## src/rtl/fifo_pkg.sv

```systemverilog
// fifo_pkg: shared word width, counter width and the drain-controller state type.
package fifo_pkg;

  localparam int unsigned WIDTH   = 8;
  localparam int unsigned LEN_W   = 16;
  localparam int unsigned STALL_W = 16;

  typedef enum logic [1:0] {
    IDLE  = 2'd0,
    RUN   = 2'd1,
    DRAIN = 2'd2,
    ERR   = 2'd3
  } drain_state_t;

endpackage

```

## src/rtl/fifo_drain_ctrl_if.sv

```systemverilog
// fifo_drain_ctrl_if: FIFO read side plus the valid/ready output stream.
// master = drain controller, slave = FIFO / downstream consumer side.
interface fifo_drain_ctrl_if #(
  parameter int unsigned WIDTH = fifo_pkg::WIDTH
);

  logic             fifo_empty;
  logic             fifo_error;
  logic [WIDTH-1:0] fifo_data_out;
  logic             fifo_pop;
  logic [WIDTH-1:0] m_data;
  logic             m_valid;
  logic             m_ready;

  modport master (
    input  fifo_empty, fifo_error, fifo_data_out, m_ready,
    output fifo_pop, m_data, m_valid
  );

  modport slave (
    output fifo_empty, fifo_error, fifo_data_out, m_ready,
    input  fifo_pop, m_data, m_valid
  );

endinterface

```

## src/rtl/fifo_skid_buf2.sv

```systemverilog
// fifo_skid_buf2: 2-entry in-order valid/ready buffer with registered outputs.
// The writer guarantees it never pushes into a full buffer without a same-cycle pop.
module fifo_skid_buf2 #(
  parameter int unsigned WIDTH = fifo_pkg::WIDTH
) (
  input  logic             clk,
  input  logic             reset,
  input  logic             in_valid,
  input  logic [WIDTH-1:0] in_data,
  output logic             out_valid,
  input  logic             out_ready,
  output logic [WIDTH-1:0] out_data,
  output logic [1:0]       occ
);

  logic [1:0]       cnt_q, cnt_d;
  logic [WIDTH-1:0] head_q, head_d;
  logic [WIDTH-1:0] tail_q, tail_d;
  logic             accept_c;

  assign out_valid = (cnt_q != 2'd0);
  assign out_data  = head_q;
  assign occ       = cnt_q;
  assign accept_c  = out_valid & out_ready;

  // Next-state: write behind the head, shift tail forward on accept.
  always_comb begin
    cnt_d  = cnt_q;
    head_d = head_q;
    tail_d = tail_q;
    case ({in_valid, accept_c})
      2'b10: begin
        if (cnt_q == 2'd0) head_d = in_data;
        else               tail_d = in_data;
        cnt_d = cnt_q + 2'd1;
      end
      2'b01: begin
        head_d = tail_q;
        cnt_d  = cnt_q - 2'd1;
      end
      2'b11: begin
        if (cnt_q == 2'd1) begin
          head_d = in_data;
        end else begin
          head_d = tail_q;
          tail_d = in_data;
        end
      end
      default: ;
    endcase
  end

  // Storage registers.
  always_ff @(posedge clk) begin
    if (reset) begin
      cnt_q  <= 2'd0;
      head_q <= '0;
      tail_q <= '0;
    end else begin
      cnt_q  <= cnt_d;
      head_q <= head_d;
      tail_q <= tail_d;
    end
  end

endmodule

```

## src/rtl/fifo_drain_ctrl.sv

```systemverilog
// fifo_drain_ctrl: pops the team fifo, absorbs its 1-cycle read latency and
// streams words out through a 2-entry skid buffer; burst or continuous drain.
// Optional FIFO_DRAIN_STATS_EN adds a saturating stall_cnt output.
module fifo_drain_ctrl #(
  parameter int unsigned WIDTH = fifo_pkg::WIDTH,
  parameter int unsigned LEN_W = fifo_pkg::LEN_W
) (
  input  logic             clk,
  input  logic             reset,
  input  logic             start,
  input  logic             stop,
  input  logic [LEN_W-1:0] burst_len,
  fifo_drain_ctrl_if.master bus,
  output logic             busy,
  output logic             done,
  output logic             err_flag,
  output logic [LEN_W-1:0] popped_cnt
`ifdef FIFO_DRAIN_STATS_EN
  ,
  output logic [15:0]      stall_cnt
`endif
);

  import fifo_pkg::*;

  drain_state_t     state_q, state_d;
  logic [LEN_W-1:0] burst_len_q, burst_len_d;
  logic [LEN_W-1:0] popped_q, popped_d;
  logic             inflight_q;
  logic             busy_q, busy_d;
  logic             done_q, done_d;
  logic             err_q, err_d;
  logic [1:0]       buf_occ;
  logic [2:0]       occ_c;
  logic             accept_c;
  logic             burst_hit_c;
  logic             pop_c;

  // Occupancy counts the word in flight from the fifo as already owned.
  assign accept_c    = bus.m_valid & bus.m_ready;
  assign occ_c       = 3'(buf_occ) + 3'(inflight_q);
  assign burst_hit_c = (burst_len_q != '0) && (popped_q == burst_len_q);
  assign pop_c       = (state_q == RUN) & ~bus.fifo_empty & ~bus.fifo_error &
                       (occ_c < (3'd2 + 3'(accept_c))) & ~burst_hit_c;
  assign bus.fifo_pop = pop_c;

  assign busy       = busy_q;
  assign done       = done_q;
  assign err_flag   = err_q;
  assign popped_cnt = popped_q;

  // Word returned by the fifo one cycle after the pop lands in the skid buffer.
  fifo_skid_buf2 #(.WIDTH(WIDTH)) u_skid (
    .clk       (clk),
    .reset     (reset),
    .in_valid  (inflight_q),
    .in_data   (bus.fifo_data_out),
    .out_valid (bus.m_valid),
    .out_ready (bus.m_ready),
    .out_data  (bus.m_data),
    .occ       (buf_occ)
  );

  // Next-state and registered-output logic; error beats stop beats burst end.
  always_comb begin
    state_d     = state_q;
    burst_len_d = burst_len_q;
    popped_d    = popped_q;
    err_d       = err_q;
    done_d      = 1'b0;
    if (pop_c) popped_d = popped_q + LEN_W'(1);
    case (state_q)
      IDLE: begin
        if (start) begin
          state_d     = RUN;
          burst_len_d = burst_len;
          popped_d    = '0;
          err_d       = 1'b0;
        end
      end
      RUN: begin
        if (bus.fifo_error) begin
          state_d = ERR;
          err_d   = 1'b1;
        end else if (stop) begin
          state_d = DRAIN;
        end else if (burst_hit_c) begin
          state_d = DRAIN;
        end
      end
      DRAIN: begin
        if (occ_c == 3'd0) begin
          state_d = IDLE;
          done_d  = 1'b1;
        end
      end
      ERR: begin
        if (occ_c == 3'd0) state_d = IDLE;
      end
      default: state_d = IDLE;
    endcase
    busy_d = (state_d == RUN) || (state_d == DRAIN);
  end

  // State, counters and in-flight tracking.
  always_ff @(posedge clk) begin
    if (reset) begin
      state_q     <= IDLE;
      burst_len_q <= '0;
      popped_q    <= '0;
      inflight_q  <= 1'b0;
      busy_q      <= 1'b0;
      done_q      <= 1'b0;
      err_q       <= 1'b0;
    end else begin
      state_q     <= state_d;
      burst_len_q <= burst_len_d;
      popped_q    <= popped_d;
      inflight_q  <= pop_c;
      busy_q      <= busy_d;
      done_q      <= done_d;
      err_q       <= err_d;
    end
  end

`ifdef FIFO_DRAIN_STATS_EN
  logic [15:0] stall_q;

  // Saturating count of cycles where the consumer holds off a valid word.
  always_ff @(posedge clk) begin
    if (reset) begin
      stall_q <= '0;
    end else if ((state_q == IDLE) && start) begin
      stall_q <= '0;
    end else if (bus.m_valid && !bus.m_ready && (stall_q != 16'hFFFF)) begin
      stall_q <= stall_q + 16'd1;
    end
  end

  assign stall_cnt = stall_q;
`endif

endmodule
```

## src/flat_wrapper.sv

```systemverilog
// flat-port wrapper written by rule: the top's interface ports become plain ports
module fifo_drain_ctrl_flat import fifo_pkg::*;
#(
  parameter int unsigned WIDTH = fifo_pkg::WIDTH,
  parameter int unsigned LEN_W = fifo_pkg::LEN_W
)
  (clk, reset, start, stop, burst_len, busy, done, err_flag, popped_cnt, bus_fifo_empty, bus_fifo_error, bus_fifo_data_out, bus_m_ready, bus_fifo_pop, bus_m_data, bus_m_valid);
  fifo_drain_ctrl_if #(.WIDTH(WIDTH)) bus_i ();
  input  logic clk;
  input  logic reset;
  input  logic start;
  input  logic stop;
  input  logic [LEN_W-1:0] burst_len;
  output logic busy;
  output logic done;
  output logic err_flag;
  output logic [LEN_W-1:0] popped_cnt;
  input wire logic [$bits(bus_i.fifo_empty)-1:0] bus_fifo_empty;
  input wire logic [$bits(bus_i.fifo_error)-1:0] bus_fifo_error;
  input wire logic [$bits(bus_i.fifo_data_out)-1:0] bus_fifo_data_out;
  input wire logic [$bits(bus_i.m_ready)-1:0] bus_m_ready;
  output wire logic [$bits(bus_i.fifo_pop)-1:0] bus_fifo_pop;
  output wire logic [$bits(bus_i.m_data)-1:0] bus_m_data;
  output wire logic [$bits(bus_i.m_valid)-1:0] bus_m_valid;
  assign bus_i.fifo_empty = bus_fifo_empty;
  assign bus_i.fifo_error = bus_fifo_error;
  assign bus_i.fifo_data_out = bus_fifo_data_out;
  assign bus_i.m_ready = bus_m_ready;
  assign bus_fifo_pop = bus_i.fifo_pop;
  assign bus_m_data = bus_i.m_data;
  assign bus_m_valid = bus_i.m_valid;
  fifo_drain_ctrl #(.WIDTH(WIDTH), .LEN_W(LEN_W)) u_core (.clk(clk), .reset(reset), .start(start), .stop(stop), .burst_len(burst_len), .bus(bus_i), .busy(busy), .done(done), .err_flag(err_flag), .popped_cnt(popped_cnt));
endmodule
```

## config.mk

```make
export PLATFORM = sky130hd
export DESIGN_NAME = fifo_drain_ctrl_flat
export DESIGN_NICKNAME = d
export VERILOG_FILES = /design/src/rtl/fifo_pkg.sv /design/src/rtl/fifo_drain_ctrl_if.sv /design/src/rtl/fifo_skid_buf2.sv /design/src/rtl/fifo_drain_ctrl.sv /design/src/flat_wrapper.sv
export SDC_FILE = /design/constraint.sdc
export NUM_CORES = 1
export LEC_CHECK = 0
export BUFFER_PORTS_ARGS = -buffer_cell sky130_fd_sc_hd__buf_4
export CAP_MARGIN = 25
export CORE_UTILIZATION = 45
export CTS_CLUSTER_DIAMETER = 30
export CTS_CLUSTER_SIZE = 24
export DETAILED_ROUTE_END_ITERATION = 6
export PLACE_DENSITY = 0.77
export RECOVER_POWER = 25
export SLEW_MARGIN = 25
export SYNTH_ARGS = -nofsm -noshare
export SYNTH_HDL_FRONTEND = slang
export SYNTH_HIERARCHICAL = 1
export SYNTH_SLANG_ARGS = --single-unit
```

## constraint.sdc

```tcl
create_clock -name clk -period 3.5 [get_ports clk]
set_input_delay 0.525 -clock clk [delete_from_list [all_inputs] [get_ports clk]]
set_output_delay 0.525 -clock clk [all_outputs]
set_load 0.02 [all_outputs]
```

==> reports/results.ini <==
[power_and_ir_drop]
leakagePower_uw = 0.001243
irDropWorstVdd_mv = 0.2507
power.density_nw_per_um2 = 495.3
finalPower_uw = 1655

[timing]
hold_viol_final = 0
setup-violations-final = 0
drv_slew = 0
relSlewSlack = 0.3498
rsz0062_at_grt = false
worst_pin_slew_ns = 0.9753
fmax_mhz = 355.1
min_period_ns = 2.816
finClkSkew_ns = 0.01248
fin_tns_setup_ns = 0
fin_crit_sh = 0.8047

[floorplan]
die_height_um = 81.47
die_w_um = 81.47
initial_core_util = 0.4743
core-area_um2 = 5991
num_io_pins = 60
design.die.area_um2 = 6637
num_rows = 28

[placement]
port_buffers = 59
place_congestion = 0.8212
placedCellCount = 443
dp_hpwl_um = 4620

[synthesis]
synth_ff_type = dfxtp_1
yosysWarningCount = 6
ys_types = 50
async_flop_share = 0
synth-simple-area-share = 0.2695
avgSynthCellArea_um2 = 8.797
synth-edff-count = 0
synth_most_common_cell = nand2_1
synth-xor-area-share = 0.06473
yosysTopAreaCell = dfxtp_1
netlist_area_um2 = 2841
synth_fa_ha_area_frac = 0.02202
synth-compound-area-share = 0.1585
synth_top_family_by_area = simple AND/OR/NAND/NOR gates
yosysSeqAreaShare = 0.3945
synthTopCellsByCount = nand2_1 (67), dfxtp_1 (56), nor2_1 (29)
synth_top_area_share = 0.3945
synthTopCellsByArea = dfxtp_1 (39%), nand2_1 (8.9%), xnor2_1 (6.2%)
synthCells = 323
ys_seq_elements = 56
synthMuxAreaShare = 0.04227
synth_nets = 359

[critical_path]
cpPeakStageDelay_ns = 0.40
crit_top_cell = ha_1
path_class = flip-flop to output port
worst_ep_arrival_time_ns = 2.29
path_buf_inv = 1
crit_path_start_kind = flip-flop
cp-end-kind = output port
path_max_fanout = 8
critical_path.top_delay_family = simple AND/OR/NAND/NOR gates
critical_path.slowest_cell = dfxtp_1
r2r_setup_slack_ns = 0.97
worstPathRequired_ns = 2.97
path_cells = ha_1 -> ha_1 -> nor4_1 -> nand3_1 -> a21oi_1 -> buf_4

[run]
cap_violations = 0

[cts]
clk_pin_slew_ns = 0.11
htreeDepth = 2
cts_tree = done
clockBufferDepth = 2
cts-root-buf = clkbuf_8
cts.repair.resized = 0
postCtsSetupBuffers = 0
cts_hold_buf = 0
cts_num_sinks = 56
insertion_delay_ns = 0.31
cts_buffers = 5

[drt]
routed_wl_um = 6391
first_iter_violations = 126
viasPerCell = 5.399
first_pass_iters = 4
ant_nets = 0
num_vias = 2435
drcViolationCount = 0
wl_per_cell_um = 14.17

[global_route]
grt_pass1_vias = 2337
grt_start_max_net_pins = 45
track_usage = 0.2039
grt_pass1_wl_um = 10470
antenna_found_initial = 0
overflow = 0

[min_path]
hold_class = input pin to flip-flop

[finish]
diodes = 0
final_cells = 451
synthToLayoutAreaGrowth_pct = 17.61
nets = 411
drive_gt1_frac = 0.2340

[run_status]
outcome = finished clean

kinds of logic after synthesis:
family / after synthesis
AOI/OAI and AO/OA: 58
xor gates and xnor gates: 21
adders and majority gates: 5
buffers and inverters: 24
DFF: 56
muxes: 12
and+or+nand+nor: 147
path summary, 6_finish.rpt:
| path | start | endpoint | depth (start not counted) |
|---|---|---|---|
| max | u_core/inflight_q | bus_fifo_pop | 6 |
| min | bus_fifo_data_out[4] | u_core/u_skid/tail_q[4] | 3 |
| min reg2reg | u_core/err_flag | u_core/err_flag | 2 |
| max reg2reg | u_core/inflight_q | u_core/popped_cnt[5] | 7 |
where the power goes:
part           internal, uW  total [uW]  switching (uW)  leakage, uW
Sequential              700         755            54.6     0.000455
Clock                   166         388             222    0.0000493
Combinational           199         512             313     0.000739
state kept, by name, indices dropped and copies added (netlist names), 2 cells and up:
signal                  cells
u_core/burst_len_q         16
u_core/popped_cnt          16
u_core/u_skid/out_data      8
u_core/u_skid/tail_q        8
u_core/state_q              2
u_core/u_skid/occ           2
tightest hold or removal path, cell delays in order:
cell and delay [ns]:
buf_4 0.08, mux2i_1 0.06, nor2_1 0.07
placed cells by master, fill, tap and decap left out, types with 3 or more instances in the layout:
| cell | count |
|---|---|
| xnor2_1 | 20 |
| ha_1 | 5 |
| inv_1 | 9 |
| nor2_1 | 29 |
| buf_4 | 49 |
| nand2_1 | 67 |
| a21oi_1 | 27 |
| nor4_1 | 4 |
| clkbuf_8 | 6 |
| o21ai_0 | 6 |
| a311oi_2 | 8 |
| dfxtp_1 | 56 |
| a31oi_1 | 3 |
| o21ai_1 | 3 |
| nand3_1 | 4 |
| clkbuf_1 | 11 |
| nand4_1 | 7 |
| nor4_2 | 6 |
| nor3_1 | 3 |
| mux2i_1 | 12 |
| or3_1 | 7 |
metrics by stage:
step	setup slack (ns)	cell area, um2	utilization	hold slack, ns
after floorplan	1.233	2841	-	0.4602
final	0.6837	3342	0.5579	0.4460
after detailed placement	1.062	3282	0.5478	0.4690
after global routing	0.4877	3342	0.5579	0.4352
after global placement	1.145	3282	0.5478	0.4623
after CTS	0.6792	3383	0.5647	0.4416
cell type report:
| class | instances | area, um2 |
|---|---|---|
| inverter | 9 | 33.78 |
| timing repair buffer | 60 | 409.1 |
| sequential | 56 | 1121 |
| clock inverter | 2 | 18.77 |
| clock buffer | 6 | 82.58 |
| multi-input combinational | 243 | 1583 |
| tap | 75 | 93.84 |
| fill | 567 | 2649 |
routing by layer:
metal  track usage  share of wire  up-vias
met5             0              0        -
met3       0.04889          0.045        9
met2        0.3308           0.47       62
met4       0.08036          0.011        0
met1        0.2593           0.47     1135
li1              -              -     1229
No activity file was read; power rests on OpenSTA's default activity.
